==> src/rtl/ex2_hilo.sv <==
// Second execute stage: registers the EX1 result/control into the EX2/MEM boundary
// and owns the HI/LO accumulator, including the two-cycle multiply-accumulate/subtract.
module ex2_hilo (
  input  logic        Clock,
  input  logic        nReset,
  input  logic        ValidIn,
  input  logic        Stall,
  input  logic        Flush,
  input  logic [63:0] In,
  input  logic        ACCEn,
  input  logic [2:0]  AccOp,
  input  logic        RegWriteIn,
  input  logic        MemReadIn,
  input  logic        MemtoRegIn,
  input  logic        MemWriteIn,
  input  logic [4:0]  RAddrIn,
  input  logic [2:0]  MemfuncIn,
  input  logic [31:0] RtDataIn,
  output logic [31:0] Out,
  output logic        ValidOut,
  output logic        RegWriteOut,
  output logic        MemReadOut,
  output logic        MemtoRegOut,
  output logic        MemWriteOut,
  output logic [4:0]  RAddrOut,
  output logic [2:0]  MemfuncOut,
  output logic [31:0] RtDataOut,
  output logic        Busy,
  output logic [31:0] HI,
  output logic [31:0] LO
);

  typedef enum logic [0:0] {
    IDLE   = 1'b0,
    ACC_HI = 1'b1
  } state_t;

  localparam logic [2:0] OP_MULT = 3'd1;
  localparam logic [2:0] OP_MADD = 3'd2;
  localparam logic [2:0] OP_MSUB = 3'd3;
  localparam logic [2:0] OP_MTHI = 3'd4;
  localparam logic [2:0] OP_MTLO = 3'd5;
  localparam logic [2:0] OP_MFHI = 3'd6;
  localparam logic [2:0] OP_MFLO = 3'd7;

  state_t      state_q, state_d;
  logic [31:0] hi_q, hi_d;
  logic [31:0] lo_q, lo_d;
  logic        carry_q, carry_d;
  logic [31:0] high_q, high_d;
  logic        sub_q, sub_d;

  logic [31:0] out_q, out_d;
  logic        valid_q, valid_d;
  logic        regw_q, regw_d;
  logic        memr_q, memr_d;
  logic        m2r_q, m2r_d;
  logic        memw_q, memw_d;
  logic [4:0]  raddr_q, raddr_d;
  logic [2:0]  mfunc_q, mfunc_d;
  logic [31:0] rtdata_q, rtdata_d;

  logic        accept_s;
  logic        op_s;
  logic [32:0] lo_add_s;
  logic [32:0] lo_sub_s;
  logic [31:0] hi_add_s;
  logic [31:0] hi_sub_s;

  assign accept_s = ValidIn & ~Flush & ~Stall & (state_q == IDLE);
  assign op_s     = accept_s & ACCEn;

  // Bit 32 of the subtraction is the borrow out of the low half.
  assign lo_add_s = {1'b0, lo_q} + {1'b0, In[31:0]};
  assign lo_sub_s = {1'b0, lo_q} - {1'b0, In[31:0]};
  assign hi_add_s = hi_q + high_q + {31'd0, carry_q};
  assign hi_sub_s = hi_q - high_q - {31'd0, carry_q};

  always_comb begin
    state_d  = state_q;
    hi_d     = hi_q;
    lo_d     = lo_q;
    carry_d  = carry_q;
    high_d   = high_q;
    sub_d    = sub_q;
    out_d    = out_q;
    valid_d  = valid_q;
    regw_d   = regw_q;
    memr_d   = memr_q;
    m2r_d    = m2r_q;
    memw_d   = memw_q;
    raddr_d  = raddr_q;
    mfunc_d  = mfunc_q;
    rtdata_d = rtdata_q;

    if (!Stall) begin
      case (state_q)
        IDLE: begin
          if (op_s) begin
            case (AccOp)
              OP_MULT: begin
                hi_d = In[63:32];
                lo_d = In[31:0];
              end
              OP_MADD: begin
                lo_d    = lo_add_s[31:0];
                carry_d = lo_add_s[32];
                high_d  = In[63:32];
                sub_d   = 1'b0;
                state_d = ACC_HI;
              end
              OP_MSUB: begin
                lo_d    = lo_sub_s[31:0];
                carry_d = lo_sub_s[32];
                high_d  = In[63:32];
                sub_d   = 1'b1;
                state_d = ACC_HI;
              end
              OP_MTHI: hi_d = In[31:0];
              OP_MTLO: lo_d = In[31:0];
              default: hi_d = hi_q;
            endcase
          end else begin
            state_d = IDLE;
          end
        end
        ACC_HI: begin
          hi_d    = sub_q ? hi_sub_s : hi_add_s;
          state_d = IDLE;
        end
        default: state_d = IDLE;
      endcase

      if (accept_s) begin
        if (ACCEn && (AccOp == OP_MFHI)) begin
          out_d = hi_q;
        end else if (ACCEn && (AccOp == OP_MFLO)) begin
          out_d = lo_q;
        end else begin
          out_d = In[31:0];
        end
        valid_d  = 1'b1;
        regw_d   = RegWriteIn;
        memr_d   = MemReadIn;
        m2r_d    = MemtoRegIn;
        memw_d   = MemWriteIn;
        raddr_d  = RAddrIn;
        mfunc_d  = MemfuncIn;
        rtdata_d = RtDataIn;
      end else begin
        out_d    = 32'd0;
        valid_d  = 1'b0;
        regw_d   = 1'b0;
        memr_d   = 1'b0;
        m2r_d    = 1'b0;
        memw_d   = 1'b0;
        raddr_d  = 5'd0;
        mfunc_d  = 3'd0;
        rtdata_d = 32'd0;
      end
    end else begin
      state_d = state_q;
    end
  end

  always_ff @(posedge Clock or negedge nReset) begin
    if (!nReset) begin
      state_q  <= IDLE;
      hi_q     <= 32'd0;
      lo_q     <= 32'd0;
      carry_q  <= 1'b0;
      high_q   <= 32'd0;
      sub_q    <= 1'b0;
      out_q    <= 32'd0;
      valid_q  <= 1'b0;
      regw_q   <= 1'b0;
      memr_q   <= 1'b0;
      m2r_q    <= 1'b0;
      memw_q   <= 1'b0;
      raddr_q  <= 5'd0;
      mfunc_q  <= 3'd0;
      rtdata_q <= 32'd0;
    end else begin
      state_q  <= state_d;
      hi_q     <= hi_d;
      lo_q     <= lo_d;
      carry_q  <= carry_d;
      high_q   <= high_d;
      sub_q    <= sub_d;
      out_q    <= out_d;
      valid_q  <= valid_d;
      regw_q   <= regw_d;
      memr_q   <= memr_d;
      m2r_q    <= m2r_d;
      memw_q   <= memw_d;
      raddr_q  <= raddr_d;
      mfunc_q  <= mfunc_d;
      rtdata_q <= rtdata_d;
    end
  end

  assign Out         = out_q;
  assign ValidOut    = valid_q;
  assign RegWriteOut = regw_q;
  assign MemReadOut  = memr_q;
  assign MemtoRegOut = m2r_q;
  assign MemWriteOut = memw_q;
  assign RAddrOut    = raddr_q;
  assign MemfuncOut  = mfunc_q;
  assign RtDataOut   = rtdata_q;
  assign Busy        = (state_q == ACC_HI);
  assign HI          = hi_q;
  assign LO          = lo_q;

endmodule

==> config.mk <==
export PLATFORM = sky130hd
export DESIGN_NAME = ex2_hilo
export DESIGN_NICKNAME = d
export VERILOG_FILES = /design/src/rtl/ex2_hilo.sv
export SDC_FILE = /design/constraint.sdc
export NUM_CORES = 1
export LEC_CHECK = 0
export ABC_AREA = 1
export CELL_PAD_IN_SITES_DETAIL_PLACEMENT = 0
export CELL_PAD_IN_SITES_GLOBAL_PLACEMENT = 2
export CORE_UTILIZATION = 32
export CTS_CLUSTER_DIAMETER = 40
export DETAILED_ROUTE_END_ITERATION = 8
export GPL_ROUTABILITY_DRIVEN = 0
export PLACE_DENSITY_LB_ADDON = 0.1
export SLEW_MARGIN = 20
export SYNTH_ARGS = -nofsm -noshare
export SYNTH_HDL_FRONTEND = slang
export SYNTH_SLANG_ARGS = --single-unit
==> constraint.sdc <==
create_clock -name Clock -period 4.7 [get_ports Clock]
set_clock_uncertainty 0.2 [all_clocks]
set_input_delay 0.705 -clock Clock [delete_from_list [all_inputs] [get_ports Clock]]
set_output_delay 0.705 -clock Clock [all_outputs]
set_load 0.005 [all_outputs]
Yosys cells after proc, flatten, opt, wreduce, memory -nomap -nowiden
Index checks and enable logic that the tools add are counted.
{"block": "classes", "addsub": 6, "n_eq_ne": 9, "n_mux": 21, "bitwise_logic": 7, "reduce_logical": 10}
{"operator": "32-bit 2-to-1 mux", "count": 6}
{"operator": "32-bit case mux with 2 select lines", "count": 2}
{"operator": "32-bit case mux with 3 select lines", "count": 1}
{"operator": "32-bit by 32-bit adder with 33-bit output", "count": 1}
{"operator": "32-bit by 32-bit subtractor with 33-bit output", "count": 1}
{"operator": "32-bit by 1-bit adder with 32-bit output", "count": 1}
{"operator": "32-bit adder", "count": 1}
{"operator": "32-bit by 1-bit subtractor with 32-bit output", "count": 1}
{"operator": "32-bit subtractor", "count": 1}
{"operator": "3-bit == test, second input constant", "count": 4}
{"operator": "4-bit AND reduction", "count": 3}
{"operator": "1-bit 2-to-1 mux", "count": 7}
{"operator": "3-bit by 2-bit == test with 1-bit output, second input constant", "count": 2}
{"operator": "1-bit case mux with 2 select lines", "count": 3}
{"operator": "5-bit 2-to-1 mux", "count": 1}
{"operator": "1-bit bitwise AND", "count": 4}
{"operator": "2-bit OR reduction", "count": 2}
{"operator": "3-bit by 1-bit == test with 1-bit output, second input constant", "count": 1}
{"operator": "3-bit 2-to-1 mux", "count": 1}
{"operator": "3-bit by 1-bit != test with 1-bit output, second input constant", "count": 1}
{"operator": "1-bit NOT", "count": 3}
{"operator": "3-bit AND reduction", "count": 1}
{"operator": "3-bit nonzero test", "count": 1}
{"operator": "1-bit logical AND", "count": 2}
{"operator": "other kinds (2)", "count": 2}
{"block": "totals", "regBits": 176, "word_cells": 68}

Longest topological paths before layout
{"block": "depth", "ltp_word": 7, "ltp_mapped": 19}

Worst setup path after synthesis
Ideal clock, no wire load.
{"block": "synth_path", "path_kind": "input port to flip-flop", "start": "input In[0]", "end": "register lo_q[26], in the netlist LO[26]", "setup_ns": 0.117, "t_arrival_ns": 2.209, "path_slack_ns": 2.174, "path_stages": 14, "path_buffers": 0, "cell_sequence": "ha_1 > fa_1 > nand2_1 > nand2_1 > nand3_1 > nand2_1 > a21oi_2 > nor2_1 > nor2_1 > nand2_1 > nand2_1 > nor2_1 > nor2_1 > nor2_1"}
{"block": "synth_via", "elab_chain_cells": 2, "elab_cells_between_ends": 3, "cone_classes": "add/sub (2); mux (1)"}
{"element": "start, declared", "line": "9", "rtl": "input logic [63:0] In,"}
{"element": "32-bit by 32-bit subtractor with 33-bit output / 32-bit by 32-bit adder with 33-bit output (equally long branches)", "line": "75, 74"}
{"element": "32-bit case mux with 3 select lines (*)", "line": "100", "rtl": "case (AccOp)"}
{"element": "end signal, assigned", "line": "186", "rtl": "lo_q <= lo_d;"}
{"element": "end, declared", "line": "48", "rtl": "logic [31:0] lo_q, lo_d;"}
Mark *: on every way between the ends. The rest lies on a longest branch, timed or not.
A chain may end at the register's enable or synchronous reset.

Final worst setup path
{"block": "layout_path", "start": "input In[0]", "end": "register carry_q"}
{"block": "layout_via", "elab_chain_cells": 2, "elab_cells_between_ends": 3, "cone_classes": "add/sub (2); mux (1)"}
{"element": "32-bit by 32-bit subtractor with 33-bit output / 32-bit by 32-bit adder with 33-bit output (equally long branches)", "line": "75, 74"}
{"element": "1-bit case mux with 2 select lines (*)", "line": "100"}
{"element": "end signal, assigned", "line": "187", "rtl": "carry_q <= carry_d;"}
{"element": "end, declared", "line": "49", "rtl": "logic carry_q, carry_d;"}
Marks and branches as above.

==> flow_metrics.env <==
export IMPL_status="finished clean"
export IMPL_area_delta_synth_final_pct=21.3
export IMPL_via_count=20100
export IMPL_hpwlAfterDp_um=65700
export IMPL_crit_slowest_cell="clkdlybuf4s50_1"
export IMPL_cts_made_buffers=17
export IMPL_yosys_area_top_type="dfrtp_1"
export IMPL_num_io_pins=259
export IMPL_synth_cells=3055
export IMPL_yosysWarningCount=0
export IMPL_max_stage_delay_ns=0.68
export IMPL_hold_path_class="primary input to async pin"
export IMPL_cpLargestDelayFamily="simple AND/OR/NAND/NOR gates"
export IMPL_drt_initial_drc_count=1563
export IMPL_required_ns=4.93
export IMPL_start_util_pct=32.5
export IMPL_die_w_um=242
export IMPL_synth_common_cells="nand2_1 (992), inv_1 (542), nor2_1 (264)"
export IMPL_ctsHoldBuffers=0
export IMPL_postCtsResizedCells=0
export IMPL_synth_avg_cell_area_sq_um=6.01
export IMPL_place_area_sq_um=21600
export IMPL_grt_usage_pct=27.5
export IMPL_grt_max_degree=94
export IMPL_multi_input_area_sq_um=11400
export IMPL_grt_pass1_wl_um=121000
export IMPL_wl_per_cell_um=20.1
export IMPL_critPathMaxFanout=5
export IMPL_finalHoldViolations=0
export IMPL_cts_reportedPaths_clkPinSlew_ns=0.08
export IMPL_yosysMostFrequentCell="nand2_1"
export IMPL_cts_root_buffer="clkbuf_16"
export IMPL_antenna_found_initial=3
export IMPL_comb_power_share_pct=65.4
export IMPL_htreeDepth=4
export IMPL_fin_crit_ns=3.42
export IMPL_crit_top_cell="nand2_1"
export IMPL_n_fill_cell=6191
export IMPL_setup_tns_final_ns=0
export IMPL_yosys_top_cells_area="dfrtp_1 (24%), nand2_1 (20%), inv_1 (11%)"
export IMPL_syn_area_sq_um=18400
export IMPL_final_seq_area_sq_um=4400
export IMPL_nNetsFinal=3536
export IMPL_p_seq_share_pct=20.7
export IMPL_fp_coreArea_sq_um=56500
export IMPL_gr_total_overflow=0
export IMPL_drive_above_1_share_pct=3.27
export IMPL_peakVddDrop_v=0.000297
export IMPL_first_pass_iters=7
export IMPL_setup_viol=0
export IMPL_synth_edf_count=0
export IMPL_grt_pass1_vias=19500
export IMPL_yosysSeqAreaShare_pct=24.0
export IMPL_cts_path_max_buffers=2
export IMPL_rows=87
export IMPL_path_buf_inv=2
export IMPL_synth_fp_nets=3332
export IMPL_portBuffers=258
export IMPL_dieArea_sq_um=58300
export IMPL_drc_errors=0
export IMPL_clk_latency_ns=0.49
export IMPL_drt_vias_per_instance=4.98
export IMPL_routed_wl_um=81000
export IMPL_internal_power_w=0.00521
export IMPL_postCtsSetupBuffers=0
export IMPL_power_density_nw_per_um2=507
export IMPL_synth_top_cell_area_share_pct=24.0
export IMPL_worstPathArrival_ns=3.66
export IMPL_ant_nets=0
export IMPL_clock_sinks=176
export IMPL_synthArstFlopShare_pct=100
export IMPL_slew_headroom_pct=28.9
export IMPL_p_sw_share_pct=53.8
export IMPL_p_sw_w=0.00607
export IMPL_synth_cell_types=50
export IMPL_leakage_nw=11.8
export IMPL_rsz0062_at_grt="false"
export IMPL_tightestPinTransition_ns=1.07
export IMPL_final_max_slew_viol_count=0
export IMPL_cap_violations=0
export IMPL_fin_crit_sh_pct=72.9
export IMPL_ys_ff_latch=176
export IMPL_path_cells="clkdlybuf4s50_1 -> ha_1 -> inv_1 -> fa_1 -> nand2_1 -> nand2_1 -> nand2_1 -> nand2_1 -> nand2_1 -> nand2_2 -> nand2_1 -> nand2_1 -> nand2_1 -> nand2_1 -> nand2_1 -> nand3_1 -> nand2_1 -> nand2_1 -> nand2_1"
export IMPL_startpoint_type="primary input"
export IMPL_die_h_um=242
export IMPL_worstSetupPathType="primary input to flip-flop"
export IMPL_fmax_mhz=292
export IMPL_clkPwrFrac_pct=14.0
export IMPL_yosys_most_used_dff="dfrtp_1"
export IMPL_stdcell_area_sq_um=22300
export IMPL_cts_tree="yes"
export IMPL_endpoint_kind="flip-flop"
## flip-flops by register name, summed over array words and instances, names as in the netlist
| register | flops |
|---|---|
| Busy | 1 |
| HI | 32 |
| LO | 32 |
| MemReadOut | 1 |
| MemWriteOut | 1 |
| MemfuncOut | 3 |
| MemtoRegOut | 1 |
| Out | 32 |
| RAddrOut | 5 |
| RegWriteOut | 1 |
| RtDataOut | 32 |
| ValidOut | 1 |
| carry_q | 1 |
| high_q | 32 |
| sub_q | 1 |
## cells in the final DEF, fill, tap and decap left out, drive strengths merged, types with 7 or more instances in the layout
cell type,Yosys,layout
xor2,16,16
o21bai,18,18
nand3b,9,9
nor2,272,272
buf,56,29
nand4,27,27
ha,154,154
a22o,44,44
o221ai,18,18
a21oi,168,168
nor3,36,36
nand3,207,207
o21ai,178,178
nand2,994,994
nor4,7,7
and2,10,10
dfrtp,176,176
clkdlybuf4s50,0,256
inv,563,568
o211ai,15,15
clkbuf,45,21
## worst reg2reg max path: stages (launching register included)
cell and delay, ns:
dfrtp_1 0.65, inv_1 0.09, ha_1 0.37, inv_1 0.11
ha_1 0.37, nand2_1 0.16, nor2_1 0.21, inv_1 0.08
nor2_1 0.18, nand3_1 0.20, nand3_1 0.14, nand2_1 0.05
nand3_1 0.18, nand3_1 0.15, nand2_1 0.09, nand2_1 0.05
## worst paths after layout
| check | slack (ns) | from | depth (start not counted) | to |
|---|---|---|---|---|
| setup / recovery | 1.28 | In[0] | 19 | carry_q$_DFFE_PN0P_ |
| hold / removal | 0.01 | nReset | 1 | LO[1]$_DFFE_PN0P_ |
| setup reg to reg | 1.30 | HI[18]$_DFFE_PN0P_ | 15 | HI[24]$_DFFE_PN0P_ |
| hold reg to reg | 0.29 | Out[19]$_DFFE_PN0N_ | 2 | Out[19]$_DFFE_PN0N_ |
| max in group asynchronous | 3.21 | nReset | 2 | high_q[25]$_DFFE_PN0P_ |
| min in group Clock | 0.29 | Out[19]$_DFFE_PN0N_ | 2 | Out[19]$_DFFE_PN0N_ |
## through the flow
step	total power (W)	cells	hold slack [ns]	setup slack [ns]	util (%)
final	0.0113	4030	0.0134	1.28	39.4
after global routing	0.0123	4030	0.0743	1.10	39.4
after CTS	0.0113	4028	0.0998	1.32	39.4
after detailed placement	0.00965	3996	0.269	0.805	38.3
after global placement	0.00966	3996	0.267	0.787	38.3
after floorplan	0.00693	3055	0.209	2.17	-
## area by class of cell
cell class / count / share of cell area [%]
Antenna cell: 2 / 0.0225
Clock buffer: 20 / 1.96
Clock inverter: 12 / 0.776
Inverter: 566 / 9.54
Multi-Input combinational cell: 2212 / 51.1
Sequential cell: 176 / 19.8
Tap cell: 756 / 4.25
Timing Repair Buffer: 286 / 12.6
## cell families (layout without fill, tap and decap cells)
family	after synthesis	after routing	share of synthesized area, %
AND/OR/NAND/NOR	1568	1568	35.0
adder cells (fa/ha/maj)	160	160	11.1
other	0	2	0
flip-flops	176	176	24.0
buffers and inverters	667	884	14.1
AO/OA/AOI/OAI	465	465	14.9
XOR/XNOR	19	19	0.906
## metal layers
layer	GRT usage [%]	vias to the layer above	wire length (um)
met2	46.6	516	38600
met4	8.73	0	2240
met5	0	-	0
met1	36.2	9429	36400
met3	3.36	84	3740
li1	-	10000	-
## power by group through the flow
| stage | clock network [W] | registers (W) | logic (W) |
|---|---|---|---|
| floorplan | 0 | 0.00214 | 0.00479 |
| global placement | 0 | 0.00234 | 0.00733 |
| detailed placement | 0 | 0.00235 | 0.00730 |
| CTS | 0.00162 | 0.00232 | 0.00734 |
| global route | 0.00167 | 0.00238 | 0.00826 |
| finish | 0.00158 | 0.00233 | 0.00737 |
Power figures use the tool's default switching activity.
